### src/rtl/komut_getirici.sv
// Instruction fetch stage: keeps the PC, issues in-order word reads and buffers
// returned instructions in a small FIFO feeding the decoder over valid/ready.
module komut_getirici #(
    parameter int          DEPTH    = 4,
    parameter logic [31:0] RESET_PC = 32'h0000_0000
) (
    input  logic        clk,
    input  logic        rst,
    output logic        mem_istek,
    output logic [31:0] mem_adres,
    input  logic        mem_veri_gecerli,
    input  logic [31:0] mem_veri,
    input  logic        dallan,
    input  logic [31:0] dallan_adres,
    output logic [31:0] komut,
    output logic [31:0] komut_pc,
    output logic        komut_gecerli,
    input  logic        komut_hazir,
    output logic        hata
);

    localparam int AW = $clog2(DEPTH);
    localparam int CW = AW + 1;
    localparam logic [CW:0] LIMIT = (CW+1)'(DEPTH);

    // Handshake: a transfer to the decoder happens in any cycle where
    // komut_gecerli && komut_hazir are both high at the rising edge; komut and
    // komut_pc hold steady while komut_gecerli is high and komut_hazir is low.

    typedef enum logic [1:0] {
        FETCH = 2'd0,
        DRAIN = 2'd1,
        HATA  = 2'd2
    } durum_t;

    durum_t        state, state_next;
    logic [31:0]   pc, resp_pc;
    logic [CW-1:0] count, outstanding, out_next;
    logic [AW-1:0] rd_ptr, wr_ptr;
    logic [31:0]   fifo_komut [DEPTH];
    logic [31:0]   fifo_pc    [DEPTH];
    logic          hata_r;

    logic          br_en, br_ok, br_err;
    logic          issue, resp, push, pop;
    logic [CW:0]   used;

    always_comb begin
        br_en  = dallan && (state != HATA);
        br_ok  = br_en && (dallan_adres[1:0] == 2'b00);
        br_err = br_en && (dallan_adres[1:0] != 2'b00);

        // Credits count both buffered and in-flight words, so every response
        // accepted in FETCH is guaranteed a free FIFO slot.
        used  = {1'b0, count} + {1'b0, outstanding};
        issue = !rst && (state == FETCH) && !dallan && (used < LIMIT);
        resp  = mem_veri_gecerli && (outstanding != '0);

        komut_gecerli = !rst && (count != '0) && (state != HATA);
        push = resp && (state == FETCH) && !br_en;
        pop  = komut_gecerli && komut_hazir && !br_en;

        out_next = outstanding + CW'(issue) - CW'(resp);
    end

    always_comb begin
        state_next = state;
        case (state)
            FETCH, DRAIN: begin
                if (br_err)
                    state_next = HATA;
                else if (br_ok)
                    state_next = (out_next != '0) ? DRAIN : FETCH;
                else if (state == DRAIN && out_next == '0)
                    state_next = FETCH;
            end
            default: state_next = HATA;
        endcase
    end

    always_ff @(posedge clk) begin
        if (rst) begin
            state       <= FETCH;
            pc          <= RESET_PC;
            resp_pc     <= RESET_PC;
            count       <= '0;
            outstanding <= '0;
            rd_ptr      <= '0;
            wr_ptr      <= '0;
            hata_r      <= 1'b0;
        end else begin
            state       <= state_next;
            outstanding <= out_next;
            if (br_err)
                hata_r <= 1'b1;

            if (br_ok) begin
                pc      <= dallan_adres;
                resp_pc <= dallan_adres;
            end else begin
                if (issue)
                    pc <= pc + 32'd4;
                if (push)
                    resp_pc <= resp_pc + 32'd4;
            end

            // Any accepted redirect empties the buffer, dropping this cycle's push/pop.
            if (br_en) begin
                count  <= '0;
                rd_ptr <= '0;
                wr_ptr <= '0;
            end else begin
                if (push)
                    wr_ptr <= wr_ptr + 1'b1;
                if (pop)
                    rd_ptr <= rd_ptr + 1'b1;
                count <= count + CW'(push) - CW'(pop);
            end
        end
    end

    always_ff @(posedge clk) begin
        if (!rst && push) begin
            fifo_komut[wr_ptr] <= mem_veri;
            fifo_pc[wr_ptr]    <= resp_pc;
        end
    end

    assign mem_istek = issue;
    assign mem_adres = pc;
    assign komut     = fifo_komut[rd_ptr];
    assign komut_pc  = fifo_pc[rd_ptr];
    assign hata      = hata_r;

endmodule
### config.mk
export PLATFORM = sky130hd
export DESIGN_NAME = komut_getirici
export DESIGN_NICKNAME = d
export VERILOG_FILES = /design/src/rtl/komut_getirici.sv
export SDC_FILE = /design/constraint.sdc
export NUM_CORES = 1
export LEC_CHECK = 0
export BUFFER_PORTS_ARGS = -buffer_cell sky130_fd_sc_hd__buf_2
export CORE_ASPECT_RATIO = 0.9
export CORE_MARGIN = 1
export CORE_UTILIZATION = 30
export DETAILED_ROUTE_END_ITERATION = 10
export GPL_TIMING_DRIVEN = 0
export PLACE_DENSITY = 0.55
export REMOVE_ABC_BUFFERS = 1
export SLEW_MARGIN = 20
export SYNTH_ARGS = -nofsm -noshare
export SYNTH_HDL_FRONTEND = slang
export SYNTH_SLANG_ARGS = --single-unit
### constraint.sdc
create_clock -name clk -period 8.28 [get_ports clk]
set_input_delay 1.656 -clock clk [delete_from_list [all_inputs] [get_ports clk]]
set_output_delay 1.656 -clock clk [all_outputs]
set_load 0.1 [all_outputs]
==> reports/metrics.cfg <==
[setup_path]
arrival_ns = 3.52
max_stage_delay_ns = 0.49
critPathTopFamily = buffers and inverters
r2r_cells = 9
worstPathMaxFanout = 46
timing_worst_setup_path_type = in -> out
critPathBufInv = 3
cp-start-kind = input pin
reg2reg_from = count[1]
endpoint_kind = primary output
cpMaxStageDelayCell = buf_2
crit_chain = buf_2 > nor4_4 > nand3_2 > clkinv_1 > buf_2
worst_path_most_repeated_cell = buf_2
r2r-end = state[0]
rrSetupSlack_ns = 5.32
cp_data_required_time_ns = 6.62

[timing]
final.setup.tns_ns = 0
relSlewSlack_pct = 38.8
finalMaxSlewViolations = 0
finalCritPeriodShare_pct = 62.5
hold_viol_final = 0
worstMarginPinSlew_ns = 0.918
final.min_clock_period_ns = 5.18
fin_ws_ns = 3.10
rsz0062_at_grt = no
skew_ns = 0.0211
setup_viol = 0
fmax_ghz = 0.193

[place]
dp_cells = 1490
pre_cts_slack_ns = 3.03
gp_congestion = 0.710
place_area_um2 = 14900
port_buffers = 167
dp_hpwl_mm = 19.2

[min_path]
worstHoldStart = mem_adres[1]
holdPathStages = 1
min_path_type = reg -> reg
min_to = mem_adres[1]

[power]
p_switching_uw = 983
seqPwrFrac_pct = 48.0
power_leakage_uw = 0.00529
power_frac_clock_pct = 42.2
power.internal_uw = 2960
swShare_pct = 24.9
powerDensity_nw_per_um2 = 245
ir_drop_mv = 0.124
p_comb_share_pct = 9.7

[clock_tree]
path_clk_slew_ns = 0.06
cts.sinks = 335
cts_hold_buf = 0
root_buffer = clkbuf_16
cts_buffers = 39
cts_htree_levels = 2
cts_resized = 0
clk_latency_ns = 0.54
cts_tree = built
clk_path_buf_depth = 3
cts_setup_buffers = 0

[die]
rows = 72
die_w_um = 223
core_um2 = 43200
start_util_pct = 30.6
die_area_um2 = 44800
fp.dieH_um = 201
io_pins = 168

[drt]
wirelength_mm = 29.7
postRouteAntennaNets = 0
viasPerCell = 4.77
drtIter0Drc = 323
vias = 7434
remaining_drc_errors = 0
wire_per_inst_um = 19.1
dr.pass1.iters = 4

[synthesis]
synth_most_common_cell = edfxtp_1
syn_area_um2 = 13200
synth_top_area_share_pct = 58.2
yosys.area.top_type = edfxtp_1
ys_seq_elements = 335
ys.flop_type = edfxtp_1
synth_commonest_cells = edfxtp_1 (256), dfxtp_1 (79), mux4_2 (64)
postSynthAreaPerCell_um2 = 16.6
synthArstFlopShare_pct = 0
ys_types = 46
synth_edf_count = 256
synthCells = 796
yosys-top-cells-area = edfxtp_1 (58%), dfxtp_1 (12%), mux4_2 (11%)
yosysSeqAreaShare_pct = 70.2
synth_warnings = 0

[job]
maxCapViolations = 0

[global_routing]
antenna_found_initial = 3
grt_max_degree = 59
grt_pass1_wl_mm = 46.2
grt_overflow = 0
grt_pass1_vias = 7629
grt_use_total_pct = 13.6

[layout]
fin_area_um2 = 16100
areaGrowthSynthToFinish_pct = 21.9
nets = 1059
diodes = 0
stdcell_count = 1557
post-route-util_pct = 37.3
layout-drive-gt1-share_pct = 30.9

[run_status]
status = finished, final reports clean

==> how the worst max path moves through the flow <==
stage,from,endpoint,slack (ns),cells past startpoint
2_1_floorplan,rst,komut_gecerli,2.87,1
3_3_place_gp,flip-flop,komut_pc[17],1.24,2
3_5_place_dp,rst,mem_istek,3.03,5
4_1_cts,rst,mem_istek,3.03,5
5_1_grt,rst,mem_istek,2.90,5
6_report,rst,mem_istek,3.10,5
==> per-stage QoR <==
stage	power [uW]	hold slack [ns]
5_1_grt	4100	0.483
2_1_floorplan	2210	0.452
3_3_place_gp	2310	0.456
3_5_place_dp	2310	0.466
4_1_cts	4000	0.474
6_report	3940	0.469
==> area by class of cell <==
class	count	area, um2
Fill cell	4012	27100
Sequential cell	335	9280
Multi-Input combinational cell	402	3730
Timing Repair Buffer	177	1080
Clock buffer	52	1080
Tap cell	555	694
Clock inverter	15	158
Inverter	21	78.8
==> layout by cell type, fill, tap and decap left out, types with 5 or more instances in the layout <==
master	Yosys	final
clkbuf_16	0	41
and4_1	9	9
nand3_1	21	20
ha_1	12	12
nor3_1	14	14
a21oi_1	50	50
buf_16	0	6
dfxtp_1	79	77
a31oi_1	11	11
inv_1	20	20
clkbuf_1	25	10
edfxtp_1	256	256
clkinv_2	0	5
nand2_1	24	24
or3_1	6	6
o21bai_1	29	29
xor2_1	9	9
xnor2_1	44	44
mux4_2	64	64
nor2_1	25	25
buf_2	1	167
nand4_1	13	13
nor4_1	18	18
o31ai_1	5	5
or4_1	5	5
==> cell families (layout without fill, tap and decap cells) <==
logic type               Yosys count  in the layout  synth area share (%)
AO/OA/AOI/OAI                    105            105                  4.89
XOR/XNOR                          53             53                  3.52
adder cells (fa/ha/maj)           14             14                  1.44
buffers and inverters             59            265                  1.72
flip-flops                       335            335                  70.2
multiplexers                      65             65                  11.0
AND/OR/NAND/NOR                  165            165                  7.21
==> metal layers <==
| metal | routed length (um) | global-route usage (%) |
|---|---|---|
| met4 | 669 | 4.95 |
| met5 | 0 | 0 |
| met3 | 1690 | 2.94 |
| met2 | 13000 | 20.3 |
| met1 | 14300 | 19.3 |
==> state kept, by name, summed over array words and instances, names as in the netlist, named ones only <==
register and flops:
resp_pc 32, state 2, wr_ptr 2, mem_adres 32, count 3, rd_ptr 2, fifo_pc 128, outstanding 3
fifo_komut 128, hata 1
==> power by group through the flow <==
stage	registers, uW	logic (uW)	clock network [uW]
3_3_place_gp	1930	378	0
4_1_cts	1890	389	1720
3_5_place_dp	1930	387	0
6_report	1890	383	1660
5_1_grt	1900	412	1790
2_1_floorplan	1980	233	0
(Power assumes the default switching activity.)
